===== config.mk =====
export PLATFORM = sky130hd
export DESIGN_NAME = wm_min_scanner_flat
export DESIGN_NICKNAME = d
export VERILOG_FILES = /design/src/rtl/wm_min_scanner_if.sv /design/src/rtl/wm_min_scanner.sv /design/src/flat_wrapper.sv
export SDC_FILE = /design/constraint.sdc
export NUM_CORES = 1
export LEC_CHECK = 0
export CORE_ASPECT_RATIO = 0.9
export CORE_MARGIN = 5
export CORE_UTILIZATION = 46
export CTS_CLUSTER_DIAMETER = 60
export DETAILED_ROUTE_END_ITERATION = 7
export PLACE_DENSITY = 0.7
export RECOVER_POWER = 25
export SYNTH_ARGS = -nofsm -noshare
export SYNTH_HDL_FRONTEND = slang
export SYNTH_SLANG_ARGS = --single-unit

===== constraint.sdc =====
create_clock -name clock -period 3.57 [get_ports clock]
set_input_delay 0.714 -clock clock [delete_from_list [all_inputs] [get_ports clock]]
set_output_delay 0.714 -clock clock [all_outputs]
set_load 0.05 [all_outputs]

===== src/rtl/wm_min_scanner_if.sv =====
`default_nettype none
// ============================================================================
// Module   : wm_min_scanner_if
// Brief    : Controller / working-memory bundle for the minimum-distance scanner.
// Revision : 1.0
// ============================================================================
interface wm_min_scanner_if #(
  parameter int ADDR_W = 13,
  parameter int NODE_W = 8,
  parameter int DIST_W = 64
);
  logic              start;
  logic [NODE_W-1:0] node_count;
  logic [ADDR_W-1:0] base_addr;
  logic              rd_en;
  logic [ADDR_W-1:0] rd_addr;
  logic [127:0]      rd_data;
  logic              mark_valid;
  logic [NODE_W-1:0] mark_node;
  logic              clear_visited;
  logic              busy;
  logic              done;
  logic              found;
  logic [NODE_W-1:0] min_node;
  logic [ADDR_W-1:0] min_addr;
  logic [DIST_W-1:0] min_dist;

  modport master (
    output start, node_count, base_addr, rd_data, mark_valid, mark_node, clear_visited,
    input  rd_en, rd_addr, busy, done, found, min_node, min_addr, min_dist
  );

  modport slave (
    input  start, node_count, base_addr, rd_data, mark_valid, mark_node, clear_visited,
    output rd_en, rd_addr, busy, done, found, min_node, min_addr, min_dist
  );
endinterface
`default_nettype wire


===== src/rtl/wm_min_scanner.sv =====
`default_nettype none
// ============================================================================
// Module   : wm_min_scanner
// Brief    : Scans working-memory distances and returns the unvisited node with
//            the smallest finite signed distance; owns the visited bitmap.
//            Optional macro WM_SCAN_AUTOMARK_EN marks the winner on completion.
// Revision : 1.0
// ============================================================================
module wm_min_scanner #(
  parameter int ADDR_W = 13,
  parameter int NODE_W = 8,
  parameter int DIST_W = 64
) (
  input  wire logic       clock,
  input  wire logic       reset_n,
  wm_min_scanner_if.slave bus
);

  localparam logic [1:0] c_st_idle  = 2'd0;
  localparam logic [1:0] c_st_issue = 2'd1;
  localparam logic [1:0] c_st_drain = 2'd2;
  localparam logic [1:0] c_st_done  = 2'd3;

  localparam logic signed [DIST_W-1:0] c_dist_max = {1'b0, {(DIST_W-1){1'b1}}};

  logic [1:0]                r_state;
  logic [NODE_W-1:0]         r_count;
  logic [NODE_W-1:0]         r_idx;
  logic [ADDR_W-1:0]         r_base;
  logic                      r_cmp_valid;
  logic [NODE_W-1:0]         r_cmp_idx;
  logic                      r_found;
  logic [NODE_W-1:0]         r_min_node;
  logic [ADDR_W-1:0]         r_min_addr;
  logic signed [DIST_W-1:0]  r_min_dist;
  logic [(2**NODE_W)-1:0]    r_visited;

  logic                      w_accept;
  logic                      w_rd_en;
  logic signed [DIST_W-1:0]  w_cand;
  logic                      w_eligible;
  logic                      w_automark;
  logic                      w_unused_rd_lsbs;

  assign w_accept = (r_state == c_st_idle) && bus.start;
  assign w_rd_en  = (r_state == c_st_issue);
  assign w_cand   = bus.rd_data[127 -: DIST_W];
  assign w_unused_rd_lsbs = ^bus.rd_data[127-DIST_W:0];

  // Visited bit is read as it stands when the datum arrives; a same-cycle mark lands afterwards.
  assign w_eligible = r_cmp_valid && !r_visited[r_cmp_idx] &&
                      (w_cand != c_dist_max) && (w_cand < r_min_dist);

`ifdef WM_SCAN_AUTOMARK_EN
  assign w_automark = (r_state == c_st_done) && r_found;
`else
  assign w_automark = 1'b0;
`endif

  always_ff @(posedge clock) begin
    if (!reset_n) begin
      r_state <= c_st_idle;
      r_count <= '0;
      r_idx   <= '0;
      r_base  <= '0;
    end else begin
      case (r_state)
        c_st_idle: begin
          if (bus.start) begin
            if (bus.node_count == '0) begin
              r_state <= c_st_done;
            end else begin
              r_state <= c_st_issue;
              r_count <= bus.node_count;
              r_base  <= bus.base_addr;
              r_idx   <= '0;
            end
          end
        end
        c_st_issue: begin
          if (r_idx == r_count - NODE_W'(1)) begin
            r_state <= c_st_drain;
          end else begin
            r_idx <= r_idx + NODE_W'(1);
          end
        end
        c_st_drain: r_state <= c_st_done;
        default:    r_state <= c_st_idle;
      endcase
    end
  end

  // Compare stage tracks which index the returning datum belongs to.
  always_ff @(posedge clock) begin
    if (!reset_n) begin
      r_cmp_valid <= 1'b0;
      r_cmp_idx   <= '0;
    end else begin
      r_cmp_valid <= w_rd_en;
      r_cmp_idx   <= r_idx;
    end
  end

  always_ff @(posedge clock) begin
    if (!reset_n) begin
      r_found    <= 1'b0;
      r_min_node <= '0;
      r_min_addr <= '0;
      r_min_dist <= c_dist_max;
    end else if (w_accept) begin
      r_found    <= 1'b0;
      r_min_node <= '0;
      r_min_addr <= '0;
      r_min_dist <= c_dist_max;
    end else if (w_eligible) begin
      r_found    <= 1'b1;
      r_min_node <= r_cmp_idx;
      r_min_addr <= r_base + ADDR_W'(r_cmp_idx);
      r_min_dist <= w_cand;
    end
  end

  always_ff @(posedge clock) begin
    if (!reset_n) begin
      r_visited <= '0;
    end else if (bus.clear_visited) begin
      r_visited <= '0;
    end else begin
      if (bus.mark_valid) r_visited[bus.mark_node] <= 1'b1;
      if (w_automark)     r_visited[r_min_node]    <= 1'b1;
    end
  end

  assign bus.rd_en    = w_rd_en;
  assign bus.rd_addr  = r_base + ADDR_W'(r_idx);
  assign bus.busy     = (r_state == c_st_issue) || (r_state == c_st_drain);
  assign bus.done     = (r_state == c_st_done);
  assign bus.found    = r_found;
  assign bus.min_node = r_min_node;
  assign bus.min_addr = r_min_addr;
  assign bus.min_dist = r_min_dist;

endmodule
`default_nettype wire


===== src/flat_wrapper.sv =====
// flat-port wrapper written by rule: the top's interface ports become plain ports
module wm_min_scanner_flat 
#(
  parameter int ADDR_W = 13,
  parameter int NODE_W = 8,
  parameter int DIST_W = 64
)
  (clock, reset_n, bus_start, bus_node_count, bus_base_addr, bus_rd_data, bus_mark_valid, bus_mark_node, bus_clear_visited, bus_rd_en, bus_rd_addr, bus_busy, bus_done, bus_found, bus_min_node, bus_min_addr, bus_min_dist);
  wm_min_scanner_if #(.ADDR_W(ADDR_W), .NODE_W(NODE_W), .DIST_W(DIST_W)) bus_i ();
  input  wire logic clock;
  input  wire logic reset_n;
  input wire logic [$bits(bus_i.start)-1:0] bus_start;
  input wire logic [$bits(bus_i.node_count)-1:0] bus_node_count;
  input wire logic [$bits(bus_i.base_addr)-1:0] bus_base_addr;
  input wire logic [$bits(bus_i.rd_data)-1:0] bus_rd_data;
  input wire logic [$bits(bus_i.mark_valid)-1:0] bus_mark_valid;
  input wire logic [$bits(bus_i.mark_node)-1:0] bus_mark_node;
  input wire logic [$bits(bus_i.clear_visited)-1:0] bus_clear_visited;
  output wire logic [$bits(bus_i.rd_en)-1:0] bus_rd_en;
  output wire logic [$bits(bus_i.rd_addr)-1:0] bus_rd_addr;
  output wire logic [$bits(bus_i.busy)-1:0] bus_busy;
  output wire logic [$bits(bus_i.done)-1:0] bus_done;
  output wire logic [$bits(bus_i.found)-1:0] bus_found;
  output wire logic [$bits(bus_i.min_node)-1:0] bus_min_node;
  output wire logic [$bits(bus_i.min_addr)-1:0] bus_min_addr;
  output wire logic [$bits(bus_i.min_dist)-1:0] bus_min_dist;
  assign bus_i.start = bus_start;
  assign bus_i.node_count = bus_node_count;
  assign bus_i.base_addr = bus_base_addr;
  assign bus_i.rd_data = bus_rd_data;
  assign bus_i.mark_valid = bus_mark_valid;
  assign bus_i.mark_node = bus_mark_node;
  assign bus_i.clear_visited = bus_clear_visited;
  assign bus_rd_en = bus_i.rd_en;
  assign bus_rd_addr = bus_i.rd_addr;
  assign bus_busy = bus_i.busy;
  assign bus_done = bus_i.done;
  assign bus_found = bus_i.found;
  assign bus_min_node = bus_i.min_node;
  assign bus_min_addr = bus_i.min_addr;
  assign bus_min_dist = bus_i.min_dist;
  wm_min_scanner #(.ADDR_W(ADDR_W), .NODE_W(NODE_W), .DIST_W(DIST_W)) u_core (.clock(clock), .reset_n(reset_n), .bus(bus_i));
endmodule

; ---- Word level (Yosys, flattened, before mapping)
; Cells that the tools add are included.
[word_totals]
regBits = 382
in_bits = 162
word_cells = 58
[op_classes]
n_bitwise = 3
addsub = 4
magnitude_cmp = 4
n_reduce_logical = 15
n_eq_ne = 9
muxes = 12
[op_table]
columns = op, n
row1 = $or 256x256->256, 1
row2 = $lt 64x64->1, 1
row3 = $ne 64x64->1 const B, 1
row4 = $add 13x8->13, 2
row5 = $mux 8, 3
row6 = $lt 8x9->1 const B, 2
row7 = $pmux 8 s2, 1
row8 = $add 8x1->8 const B, 1
row9 = $bmux 1 s8, 1
row10 = $demux 1 s8, 1
row11 = $eq 8x8->1, 1
row12 = $ge 8x1->1 const B, 1
row13 = $logic_not 8->1, 1
row14 = $sub 8x1->8 const B, 1
row15 = $mux 2, 3
row16 = $ne 2x2->1 const B, 3
row17 = $pmux 2 s3, 1
row18 = $logic_and 1x1->1, 5
row19 = $eq 2x2->1 const B, 2
row20 = $reduce_and 4->1, 1
row21 = $reduce_or 2->1, 2
row22 = $reduce_and 3->1, 1
row23 = $eq 2x1->1 const B, 1
row24 = $logic_not 2->1, 1
row25 = 7 further kinds, 9

; ---- Depth between registers and ports, before layout
; Gate-level depths: netlist (run 1).
[depth]
depth_word = 6
mapped_depth = 17

; ---- Worst setup path before layout (run 1)
; OpenSTA, ideal clock, no wires.
[synth_timing]
path_kind = reg-to-output
startpoint = register u_core.r_idx[0]
endpoint = output port bus_rd_addr[10]
t_arrival_ns = 2.810
stages_incl_launch_ff = 13
n_path_buf = 0
required_ns = 2.856
setup_slack_ns = 0.046
cell_sequence = dfxtp_1 > ha_1 > inv_1 > fa_1 > nor2b_1 > o21ai_0 > a21boi_0 > o21ai_0 > nand2b_1 > a21o_1 > a21o_1 > nand3_1 > xnor2_1
[synth_via]
elab_chain_len = 1
[synth_lines]
columns = element, line_no
row1 = from (decl), wm_min_scanner.sv:28  ; logic [NODE_W-1:0] r_idx;
row2 = from (signal assigned), wm_min_scanner.sv:84  ; r_idx <= r_idx + NODE_W'(1);
row3 = $add 13x8->13, wm_min_scanner.sv:135  ; assign bus.rd_addr = r_base + ADDR_W'(r_idx);
row4 = to (decl), flat_wrapper.sv:20  ; output wire logic [$bits(bus_i.rd_addr)-1:0] bus_rd_addr;
; No other way between the ends.

; ---- Worst setup path in the final report (run 1)
[layout_timing]
startpoint = register u_core.r_idx[0]
endpoint = output port bus_rd_addr[12]
; The elaborated chain is that of the path after synthesis.

==> impl_metrics.json, run 1 <==
{
  "run_status": "finished with violations",
  "violations": "capacitance limit, slew limit",
  "crit_path_end_kind": "output pin",
  "asyncSetResetFlopFracSynth_pct": 0,
  "effective_utilization_at_floorplan_pct": 46.4,
  "crit_path_start": "u_core.r_idx[0]",
  "finalSetupTns_ns": 0,
  "cp.arrival_ns": 2.82,
  "first_pass_grt_wire_length_um": 82900,
  "ios": 264,
  "netlist_area_um2": 17200,
  "synth_cell_type_count": 67,
  "crit_slowest_cell": "sky130_fd_sc_hd__dfxtp_2",
  "total_power_mw": 11.2,
  "dpl_cell_area_um2": 20600,
  "hp-class": "reg2reg",
  "routed-wl-met3_um": 4400,
  "timing.critical_path.max_delay_family": "compound AO/OA/AOI/OAI gates",
  "synth-seq-area-share_pct": 44.5,
  "avg_cell_area_syn_um2": 8.95,
  "critical_path.reg2reg.startpoint": "u_core.r_cmp_idx[0]",
  "share_clk_of_total_power_pct": 40.5,
  "cts.reportedPaths.clkPinSlew_ns": 0.06,
  "final.period_utilization_pct": 99.1,
  "synth_seq_cells": 382,
  "hp-start": "u_core.bus.min_node[2]",
  "gate_count_after_technology_mapping": 1919,
  "final_layout_size_suffix_gt1_share_pct": 15.8,
  "gp_congestion": 0.935,
  "tritoncts_clock_tree": "done",
  "leakage_nw": 8.90,
  "achievable-frequency_ghz": 0.283,
  "drt-wirelength-per-cell_um": 19.8,
  "dpl.hpwl_um": 36300,
  "globalRoute.totalOverflow": 0,
  "critical_path.startpoint_type": "flip-flop",
  "critical-path-max-stage-delay_ns": 0.36,
  "power_switching_mw": 3.33,
  "finalWorstSetupSlack_ns": 0.0336,
  "power.share.switching_pct": 29.8,
  "drt_first_pass_iters": 6,
  "synth_top_cells_by_area": "sky130_fd_sc_hd__dfxtp_1 45%, sky130_fd_sc_hd__a21oi_1 9.1%, sky130_fd_sc_hd__mux4_2 7.3%",
  "cell_internal_pwr_mw": 7.83,
  "synth_edf_count": 0,
  "timing.final.setup_violations": 0,
  "post-route-cell-area_um2": 22300,
  "grt_setup_unrepaired": "yes",
  "finClkSkew_ns": 0.0197,
  "grt_start_max_net_pins": 104,
  "placementRows": 67,
  "power.combinational.fraction_pct": 19.2,
  "dieWidth_um": 214,
  "die_area_um2": 41300,
  "commonest_cells_in_the_synthesized_netlist": "382 x sky130_fd_sc_hd__dfxtp_1, 311 x sky130_fd_sc_hd__a21oi_1, 304 x sky130_fd_sc_hd__nor2_1, 101 x sky130_fd_sc_hd__clkbuf_1, 89 x sky130_fd_sc_hd__inv_1",
  "yosysMostFrequentCell": "sky130_fd_sc_hd__dfxtp_1",
  "drt-vias-per-instance": 5.80,
  "clock_insertion_delay_worst_skew_ns": 0.57,
  "timing.final.max_slew_violations": 190,
  "finalHoldWorstSlack_ns": 0.456,
  "detail_route.wirelength_um": 53400,
  "fillCellCount": 3148,
  "core_region_area_um2": 37100,
  "drv_cap": 2,
  "cts_htree_levels": 2,
  "critPathMaxFanout": 3,
  "critical_path.cell_chain": "ha_4 > inv_2 > fa_2 > nor2b_2 > o21ai_2 > a21boi_2 > o21ai_2 > nand2b_1 > a21o_1 > a21o_1 > nand3_2 > xnor2_2 > buf_12",
  "tightest_slew_ns": 2.02,
  "synth-warning-count": 0,
  "timing_hold_violations_final": 0,
  "seq_power_share_pct": 40.3,
  "vias": 15600,
  "fin_crit_ns": 3.54,
  "ant_nets": 0,
  "dp_slack_ns": -0.435,
  "crit_required_ns": 2.86,
  "crit_type": "reg2out",
  "vias_in_the_first_global_route": 15100,
  "placedCellCount": 2609,
  "yosys.area.top_type_share_pct": 44.5,
  "synth_ff_type": "sky130_fd_sc_hd__dfxtp_1",
  "postLayoutCoreUtil_pct": 60.1,
  "grtUsageTotal_pct": 24.7,
  "route.layer.met1.wl_um": 22700,
  "worstPathBufferInverterCount": 2,
  "synth_top_cell_by_area": "sky130_fd_sc_hd__dfxtp_1",
  "layoutNonFillerInstCount": 2698,
  "detailedRoute.firstIterationViolations": 1559,
  "met2RoutedLength_um": 24900,
  "nets": 2433,
  "detail_route.drc_violations": 0,
  "numCtsBuffers": 43,
  "die_height_um": 193,
  "top_layer_used": "met4",
  "area.growth.synth_to_final_pct": 29.8,
  "port_buffers": 199,
  "grt_antenna_before_repair": 0,
  "power_density_nw_per_um2": 501,
  "syn-num-nets": 2169,
  "clock_tree.buffer_depth": 3,
  "worst_slew_margin_rel_pct": -34.9,
  "cts.root.buffer_cell": "sky130_fd_sc_hd__clkbuf_16",
  "cts_num_sinks": 382,
  "ir_drop_mv": 0.412
}
## power groups by stage
stage | sequential, mW | combinational [mW] | clock [mW]
floorplan | 4.66 | 1.20 | 0
global placement | 4.57 | 2.06 | 0
detailed placement | 4.58 | 2.08 | 0
CTS | 4.49 | 2.11 | 4.59
global route | 4.51 | 2.29 | 4.78
finish | 4.50 | 2.15 | 4.52
## cell type report
class                           instances  area (µm²)  share of cell area [%]
Sequential cell                       382        7660                    34.4
Clock buffer                           55        1210                    5.43
Antenna cell                            1        2.50                  0.0112
Timing Repair Buffer                  350        3360                    15.1
Tap cell                              483         604                    2.71
Inverter                               92         345                    1.55
Multi-Input combinational cell       1314        8850                    39.7
Clock inverter                         21         249                    1.12
## cell usage in the layout (no fill, tap or decap), drive strengths merged, types with 41 or more instances in the layout
| cell | instances |
|---|---|
| nand3 | 41 |
| ha | 86 |
| nor3 | 88 |
| nand2 | 84 |
| buf | 151 |
| clkbuf | 62 |
| clkdlybuf4s50 | 188 |
| a31oi | 74 |
| mux4 | 56 |
| a21oi | 311 |
| nor2 | 304 |
| dfxtp | 382 |
| inv | 92 |
## kinds of logic after synthesis
| logic type | after synthesis | synth area share [%] |
|---|---|---|
| DFF | 382 | 44.5 |
| buffers and inverters | 223 | 5.55 |
| adders and majority gates | 88 | 6.50 |
| AOI/OAI and AO/OA | 498 | 16.9 |
| and+or+nand+nor | 609 | 15.7 |
| xor gates and xnor gates | 37 | 1.89 |
| muxes | 82 | 8.93 |
## tightest hold or removal path, cell delays in order (launching register included)
cell and delay [ns]:
sky130_fd_sc_hd__dfxtp_1 0.31, sky130_fd_sc_hd__nand3_1 0.06, sky130_fd_sc_hd__o21ai_1 0.05
## state kept, by name, summed over array words and instances, names as in the netlist
name	flops
u_core.bus.min_dist	64
u_core.bus.found	1
u_core.bus.min_addr	13
u_core.bus.min_node	8
u_core.r_visited	256
u_core.r_base	13
u_core.r_count	8
u_core.r_cmp_idx	8
u_core.r_state	2
u_core.r_idx	8
u_core.r_cmp_valid	1
## per-layer routing
| layer | global-route usage, % | up-vias |
|---|---|---|
| li1 | - | 7347 |
| met1 | 33.6 | 7549 |
| met2 | 40.4 | 638 |
| met3 | 4.81 | 111 |
| met4 | 6.67 | 0 |
| met5 | 0 | - |
## what timing repair did
action	4_1_cts	5_1_grt
resized for setup	21	22
pin swaps	11	16
gates cloned	0	0
buffers inserted	8	4
endpoints found under the setup margin	7	63
hold buffers	0	0
endpoints found under the hold margin	0	0
## worst paths after layout
kind | depth (start not counted) | slack, ns | endpoint
worst min-delay path | 2 | 0.46 | u_core.bus.min_node[2]
worst max register to register | 11 | 0.21 | u_core.bus.min_addr[2]
worst min register to register | 2 | 0.46 | u_core.bus.min_node[2]
worst max-delay path | 13 | 0.03 | bus_rd_addr[12]
(Power assumes the default switching activity.)
==> run 2, diff against run 1 <==
Settings changed: PLACE_DENSITY 0.7 to 0.76.
==> run 2 against run 1 <==
Sequential share of layout area up 0.15 points. Critical path depth unchanged. Count of clock-buffer cells in the layout unchanged. Final cell count unchanged. Global-route usage is 0.18 points higher. The run still ends with capacitance limit, slew limit left. First-iteration DRC count up 11%. Setup slack got worse by 0.025 ns. Maximum frequency is 0.71% lower. Utilization is 0.23 points lower. Routed wire length increased by 2.2%. Largest cell class unchanged.
==> impl_metrics.json, run 2 (same netlist as run 1, synthesis figures left out) <==
{
  "finalSetupTns_ns": 0,
  "clock_insertion_delay_worst_skew_ns": 0.54,
  "worstRegToRegCells": 12,
  "power.share.switching_pct": 29.3,
  "power_density_nw_per_um2": 502,
  "run_status": "finished with violations",
  "drv_cap": 1,
  "largest_reg_flops": 256,
  "leakage_nw": 8.88,
  "dieWidth_um": 214,
  "share_clk_of_total_power_pct": 40.4,
  "grt_setup_unrepaired": "yes",
  "grtUsageTotal_pct": 24.9,
  "seqCellArea_um2": 7670,
  "cp.arrival_ns": 2.85,
  "drt_first_pass_iters": 8,
  "cell_internal_pwr_mw": 7.88,
  "layout.cells.most_common": "sky130_fd_sc_hd__dfxtp_1",
  "critical_path.startpoint_type": "flip-flop",
  "critPathMaxFanout": 3,
  "core_region_area_um2": 37100,
  "ir_drop_mv": 0.469,
  "tightest_slew_ns": 2.18,
  "violations": "capacitance limit, slew limit",
  "hp-class": "reg2reg",
  "achievable-frequency_ghz": 0.281,
  "grt_antenna_before_repair": 0,
  "cts_htree_levels": 2,
  "cts.reportedPaths.clkPinSlew_ns": 0.06,
  "dpl.hpwl_um": 37000,
  "critical_path.cell_chain": "ha_4 > inv_4 > fa_2 > nor2b_2 > o21ai_2 > a21boi_1 > o21ai_1 > nand2b_1 > a21o_1 > a21o_4 > nand3_2 > xnor2_2 > buf_12",
  "timing.final.max_slew_violations": 113,
  "crit_path_end_kind": "output pin",
  "critical-path-max-stage-delay_ns": 0.37,
  "holdPathEnd": "u_core.bus.min_node[3]",
  "crit_required_ns": 2.86,
  "timing.critical_path.max_delay_family": "compound AO/OA/AOI/OAI gates",
  "detail_route.drc_violations": 0,
  "multi_input_combinational_cell_area_um2": 8800,
  "fillCellCount": 3060,
  "grt_start_max_net_pins": 145,
  "hp-start": "u_core.bus.min_node[3]",
  "clock_tree.buffer_depth": 3,
  "hold_buffers": 0,
  "timing_hold_violations_final": 0,
  "critical_path.reg2reg.startpoint": "u_core.r_cmp_idx[0]",
  "largest_register": "u_core.r_visited",
  "final.period_utilization_pct": 99.8,
  "vias": 15900,
  "ant_nets": 0,
  "die_height_um": 193,
  "worstPathBufferInverterCount": 2,
  "worst_reg2reg_setup_slack_ns": 0.17,
  "vias_in_the_first_global_route": 15400,
  "mostFrequentLayoutCells": "375 x sky130_fd_sc_hd__dfxtp_1, 307 x sky130_fd_sc_hd__a21oi_1, 304 x sky130_fd_sc_hd__nor2_1, 189 x sky130_fd_sc_hd__clkdlybuf4s50_1, 138 x sky130_fd_sc_hd__buf_4",
  "crit_type": "reg2out",
  "port_buffers": 199,
  "worst_slew_margin_rel_pct": -45.3,
  "tritoncts_clock_tree": "done",
  "final_layout_size_suffix_gt1_share_pct": 15.8,
  "finalHoldWorstSlack_ns": 0.455,
  "gp_congestion": 0.929,
  "seq_power_share_pct": 40.4,
  "crit_slowest_cell": "sky130_fd_sc_hd__dfxtp_4",
  "effective_utilization_at_floorplan_pct": 46.4,
  "detailedRoute.firstIterationViolations": 1736,
  "finClkSkew_ns": 0.0119,
  "numCtsBuffers": 41,
  "globalRoute.totalOverflow": 0,
  "ios": 264,
  "drt-wirelength-per-cell_um": 20.2,
  "worstReg2RegEnd": "u_core.bus.min_dist[52]",
  "detail_route.wirelength_um": 54600,
  "first_pass_grt_wire_length_um": 83700,
  "placementRows": 67,
  "cts.root.buffer_cell": "sky130_fd_sc_hd__clkbuf_16",
  "hold_path_depth": 2,
  "antenna-diode-count": 0,
  "timing.final.setup_violations": 0,
  "nets": 2432,
  "cts_num_sinks": 382,
  "power_switching_mw": 3.26,
  "die_area_um2": 41300,
  "power.combinational.fraction_pct": 19.2,
  "drt-vias-per-instance": 5.89,
  "fin_crit_ns": 3.56,
  "area.growth.synth_to_final_pct": 29.3
}
==> run 2: how the worst max path moves through the flow <==
| stage | start | endpoint | slack, ns | depth (start not counted) |
|---|---|---|---|---|
| floorplan | u_core.r_idx[0] | bus_rd_addr[10] | 0.05 | 12 |
| global placement | bus_rd_data[101] | u_core.bus.min_dist[62] | -0.58 | 14 |
| finish | u_core.r_base[0] | bus_rd_addr[12] | 0.008 | 13 |
| CTS | u_core.r_idx[0] | bus_rd_addr[12] | -0.08 | 13 |
| detailed placement | bus_rd_data[101] | u_core.bus.min_dist[30] | -0.56 | 14 |
| global route | u_core.r_idx[1] | bus_rd_addr[11] | -0.08 | 11 |
==> run 2: area by class of cell <==
cell class | count | area share [%]
timing repair buffer | 351 | 15.0
clock inverter | 21 | 1.04
sequential | 382 | 34.5
clock buffer | 55 | 5.51
multi-input combinational | 1314 | 39.7
inverter | 92 | 1.57
tap | 483 | 2.72
==> run 2: worst reg2reg max path: stages, from the launching register on <==
cell                        delay, ns
sky130_fd_sc_hd__dfxtp_4         0.53
sky130_fd_sc_hd__buf_12          0.22
sky130_fd_sc_hd__mux4_2          0.53
sky130_fd_sc_hd__and2_1          0.17
sky130_fd_sc_hd__a211oi_1        0.26
sky130_fd_sc_hd__a21oi_1         0.14
sky130_fd_sc_hd__o211ai_1        0.36
sky130_fd_sc_hd__o211a_1         0.23
sky130_fd_sc_hd__o2111ai_4       0.18
sky130_fd_sc_hd__buf_4           0.21
sky130_fd_sc_hd__buf_12          0.16
sky130_fd_sc_hd__nor3_1          0.20
sky130_fd_sc_hd__a31oi_1         0.07
==> run 2: repair_timing <==
| item | in CTS | in global routing |
|---|---|---|
| setup buffers | 3 | 6 |
| setup endpoints to repair | 9 | 92 |
| gates resized for setup | 20 | 23 |
| hold endpoints to repair | 0 | 0 |
| gates cloned | 1 | 1 |
| pin swaps | 11 | 13 |
==> run 2: metal layers <==
| layer | global-route usage, % | up-vias | share of wire, % |
|---|---|---|---|
| met5 | 0 | - | 0 |
| met4 | 9.89 | 0 | 4.0 |
| met3 | 4.78 | 136 | 9.7 |
| met2 | 39.9 | 816 | 46 |
| met1 | 33.2 | 7572 | 40 |
| li1 | - | 7365 | - |
==> run 2: stage by stage <==
step	cell area, µm²	std cells	util (%)	setup WS [ns]	power [mW]
floorplan	17200	1919	-	0.0465	5.86
global placement	20500	2611	55.4	-0.575	6.60
detailed placement	20500	2611	55.4	-0.558	6.64
CTS	22100	2691	59.6	-0.0841	11.2
global route	22200	2698	59.9	-0.0825	11.6
finish	22200	2698	59.9	0.00839	11.1
==> run 2: power by group through the flow <==
stage / registers, mW / clock network [mW] / logic [mW]
3_5_place_dp: 4.58 / 0 / 2.06
6_report: 4.50 / 4.51 / 2.14
5_1_grt: 4.51 / 4.76 / 2.28
4_1_cts: 4.50 / 4.56 / 2.10
3_3_place_gp: 4.58 / 0 / 2.03
2_1_floorplan: 4.66 / 0 / 1.20
==> run 3, diff against run 2 <==
Settings changed: SKIP_CTS_REPAIR_TIMING from default to 1.
==> run 3 against run 2 <==
The flow finishes with violations (capacitance limit, slew limit, setup timing). Design area hardly changed. Setup slack worse by 0.048 ns. Sequential power hardly changed. Global-route usage is 0.28 points lower. Final cell count is 0.19% lower. Clock skew is 0.0026 ns lower. Utilization hardly changed. Critical path depth stayed put. Worst hold slack hardly changed. Routed wire length is 0.15% lower. Die area stayed put. Critical endpoint unchanged.
==> impl_metrics.json, run 3 (same netlist as run 1, synthesis figures left out) <==
{
  "postLayoutCoreUtil_pct": 59.9,
  "layoutNonFillerInstCount": 2693,
  "drv_cap": 1,
  "nets": 2426,
  "cp.arrival_ns": 2.90,
  "holdPathEnd": "u_core.bus.min_node[3]",
  "drt-vias-per-instance": 5.87,
  "finClkSkew_ns": 0.00931,
  "effective_utilization_at_floorplan_pct": 46.4,
  "crit_type": "reg2out",
  "core_region_area_um2": 37100,
  "clock_tree.buffer_depth": 3,
  "largest_register": "u_core.r_visited",
  "timing_hold_violations_final": 0,
  "dpl_cell_area_um2": 20500,
  "grt_start_max_net_pins": 145,
  "cts_num_sinks": 382,
  "power_density_nw_per_um2": 502,
  "layout.cells.most_common": "sky130_fd_sc_hd__dfxtp_1",
  "final.period_utilization_pct": 101,
  "die_height_um": 193,
  "dpl.hpwl_um": 37000,
  "worstReg2RegEnd": "u_core.bus.min_addr[2]",
  "drt_first_pass_iters": 6,
  "placedCellCount": 2611,
  "first_pass_grt_wire_length_um": 82800,
  "ant_nets": 0,
  "worst_reg2reg_setup_slack_ns": 0.10,
  "tritoncts_clock_tree": "done",
  "cts_htree_levels": 2,
  "tightest_slew_ns": 2.15,
  "run_status": "finished with violations",
  "numCtsBuffers": 41,
  "fillCellCount": 3064,
  "placementRows": 67,
  "crit_required_ns": 2.86,
  "leakage_nw": 8.87,
  "grt_setup_unrepaired": "yes",
  "critPathMaxFanout": 3,
  "area.growth.synth_to_final_pct": 29.3,
  "crit_path_end_kind": "output pin",
  "timing.final.setup_violations": 2,
  "mostFrequentLayoutCells": "375 x sky130_fd_sc_hd__dfxtp_1, 306 x sky130_fd_sc_hd__a21oi_1, 304 x sky130_fd_sc_hd__nor2_1, 190 x sky130_fd_sc_hd__clkdlybuf4s50_1, 131 x sky130_fd_sc_hd__buf_4",
  "die_area_um2": 41300,
  "detailedRoute.firstIterationViolations": 1641,
  "ios": 264,
  "critical_path.startpoint_type": "flip-flop",
  "port_buffers": 199,
  "detail_route.wirelength_um": 54500,
  "achievable-frequency_ghz": 0.277,
  "finalWorstSetupSlack_ns": -0.0391,
  "grtUsageTotal_pct": 24.6,
  "violations": "capacitance limit, slew limit, setup timing",
  "grt_antenna_before_repair": 0,
  "timing.final.max_slew_violations": 220,
  "vias_in_the_first_global_route": 15300,
  "hold_path_depth": 2,
  "globalRoute.totalOverflow": 0,
  "total_power_mw": 11.1,
  "hp-class": "reg2reg",
  "largest_reg_flops": 256,
  "dieWidth_um": 214,
  "worstRegToRegCells": 11,
  "finalSetupTns_ns": -0.0612,
  "cts.reportedPaths.clkPinSlew_ns": 0.06,
  "ir_drop_mv": 0.470,
  "clock_insertion_delay_worst_skew_ns": 0.54,
  "critical_path.reg2reg.startpoint": "u_core.r_cmp_idx[0]",
  "drt-wirelength-per-cell_um": 20.2,
  "hp-start": "u_core.bus.min_node[3]",
  "gp_congestion": 0.929,
  "worst_slew_margin_rel_pct": -43.5,
  "vias": 15800,
  "final_layout_size_suffix_gt1_share_pct": 15.8,
  "cts.root.buffer_cell": "sky130_fd_sc_hd__clkbuf_16",
  "detail_route.drc_violations": 0,
  "fin_crit_ns": 3.61,
  "post-route-cell-area_um2": 22200
}
run 3: cell types whose count changed in the layout (fill, tap and decap cells not counted), sizes merged:
cell,before,now
clkdlybuf4s50,189,190
diode,0,1
buf,154,147
clkbuf,60,61
dlygate4sd2,1,0
run 3: how the worst max path moves through the flow:
stage                              endpoint             start  slack [ns]  depth (start not counted)
detailed placement  u_core.bus.min_dist[30]  bus_rd_data[101]       -0.56                         14
finish                      bus_rd_addr[12]   u_core.r_idx[0]       -0.04                         13
global placement    u_core.bus.min_dist[62]  bus_rd_data[101]       -0.58                         14
floorplan                   bus_rd_addr[10]   u_core.r_idx[0]        0.05                         12
CTS                         bus_rd_addr[12]   u_core.r_idx[0]       -0.46                         13
global route                bus_rd_addr[10]   u_core.r_idx[0]       -0.13                         13
run 3: per-layer routing:
layer  vias up  wire length, µm  global-route usage [%]
li1       7341                -                       -
met1      7566            22000                    33.0
met2       760            25200                    39.6
met3       132             5210                    4.71
met4         0             2040                    9.23
met5         -                0                       0
run 3: cell type report:
cell class / count / area, µm² / area share (%)
tap: 483 / 604 / 2.72
inverter: 92 / 345 / 1.55
antenna: 1 / 2.50 / 0.0113
clock inverter: 21 / 230 / 1.04
multi-input combinational: 1314 / 8860 / 39.9
clock buffer: 55 / 1220 / 5.50
sequential: 382 / 7670 / 34.5
timing repair buffer: 345 / 3280 / 14.8
run 3: through the flow:
step | hold slack (ns) | setup slack, ns
6_report | 0.455 | -0.0391
5_1_grt | 0.479 | -0.130
4_1_cts | 0.457 | -0.462
3_5_place_dp | 0.449 | -0.558
3_3_place_gp | 0.442 | -0.575
2_1_floorplan | 0.429 | 0.0465
run 3: worst max-delay path: stages (launching register included):
cell                       delay, ns
sky130_fd_sc_hd__dfxtp_4        0.37
sky130_fd_sc_hd__ha_4           0.15
sky130_fd_sc_hd__inv_2          0.05
sky130_fd_sc_hd__fa_2           0.37
sky130_fd_sc_hd__nor2b_2        0.14
sky130_fd_sc_hd__o21ai_2        0.07
sky130_fd_sc_hd__a21boi_1       0.16
sky130_fd_sc_hd__o21ai_1        0.10
sky130_fd_sc_hd__nand2b_1       0.11
sky130_fd_sc_hd__a21o_1         0.17
sky130_fd_sc_hd__a21o_4         0.16
sky130_fd_sc_hd__nand3_2        0.10
sky130_fd_sc_hd__xnor2_2        0.24
sky130_fd_sc_hd__buf_12         0.17
run 3: power by group:
part | internal [mW] | switching (mW)
registers | 4.37 | 0.129
logic | 0.794 | 1.34
clock network | 2.71 | 1.80
total | 7.88 | 3.27
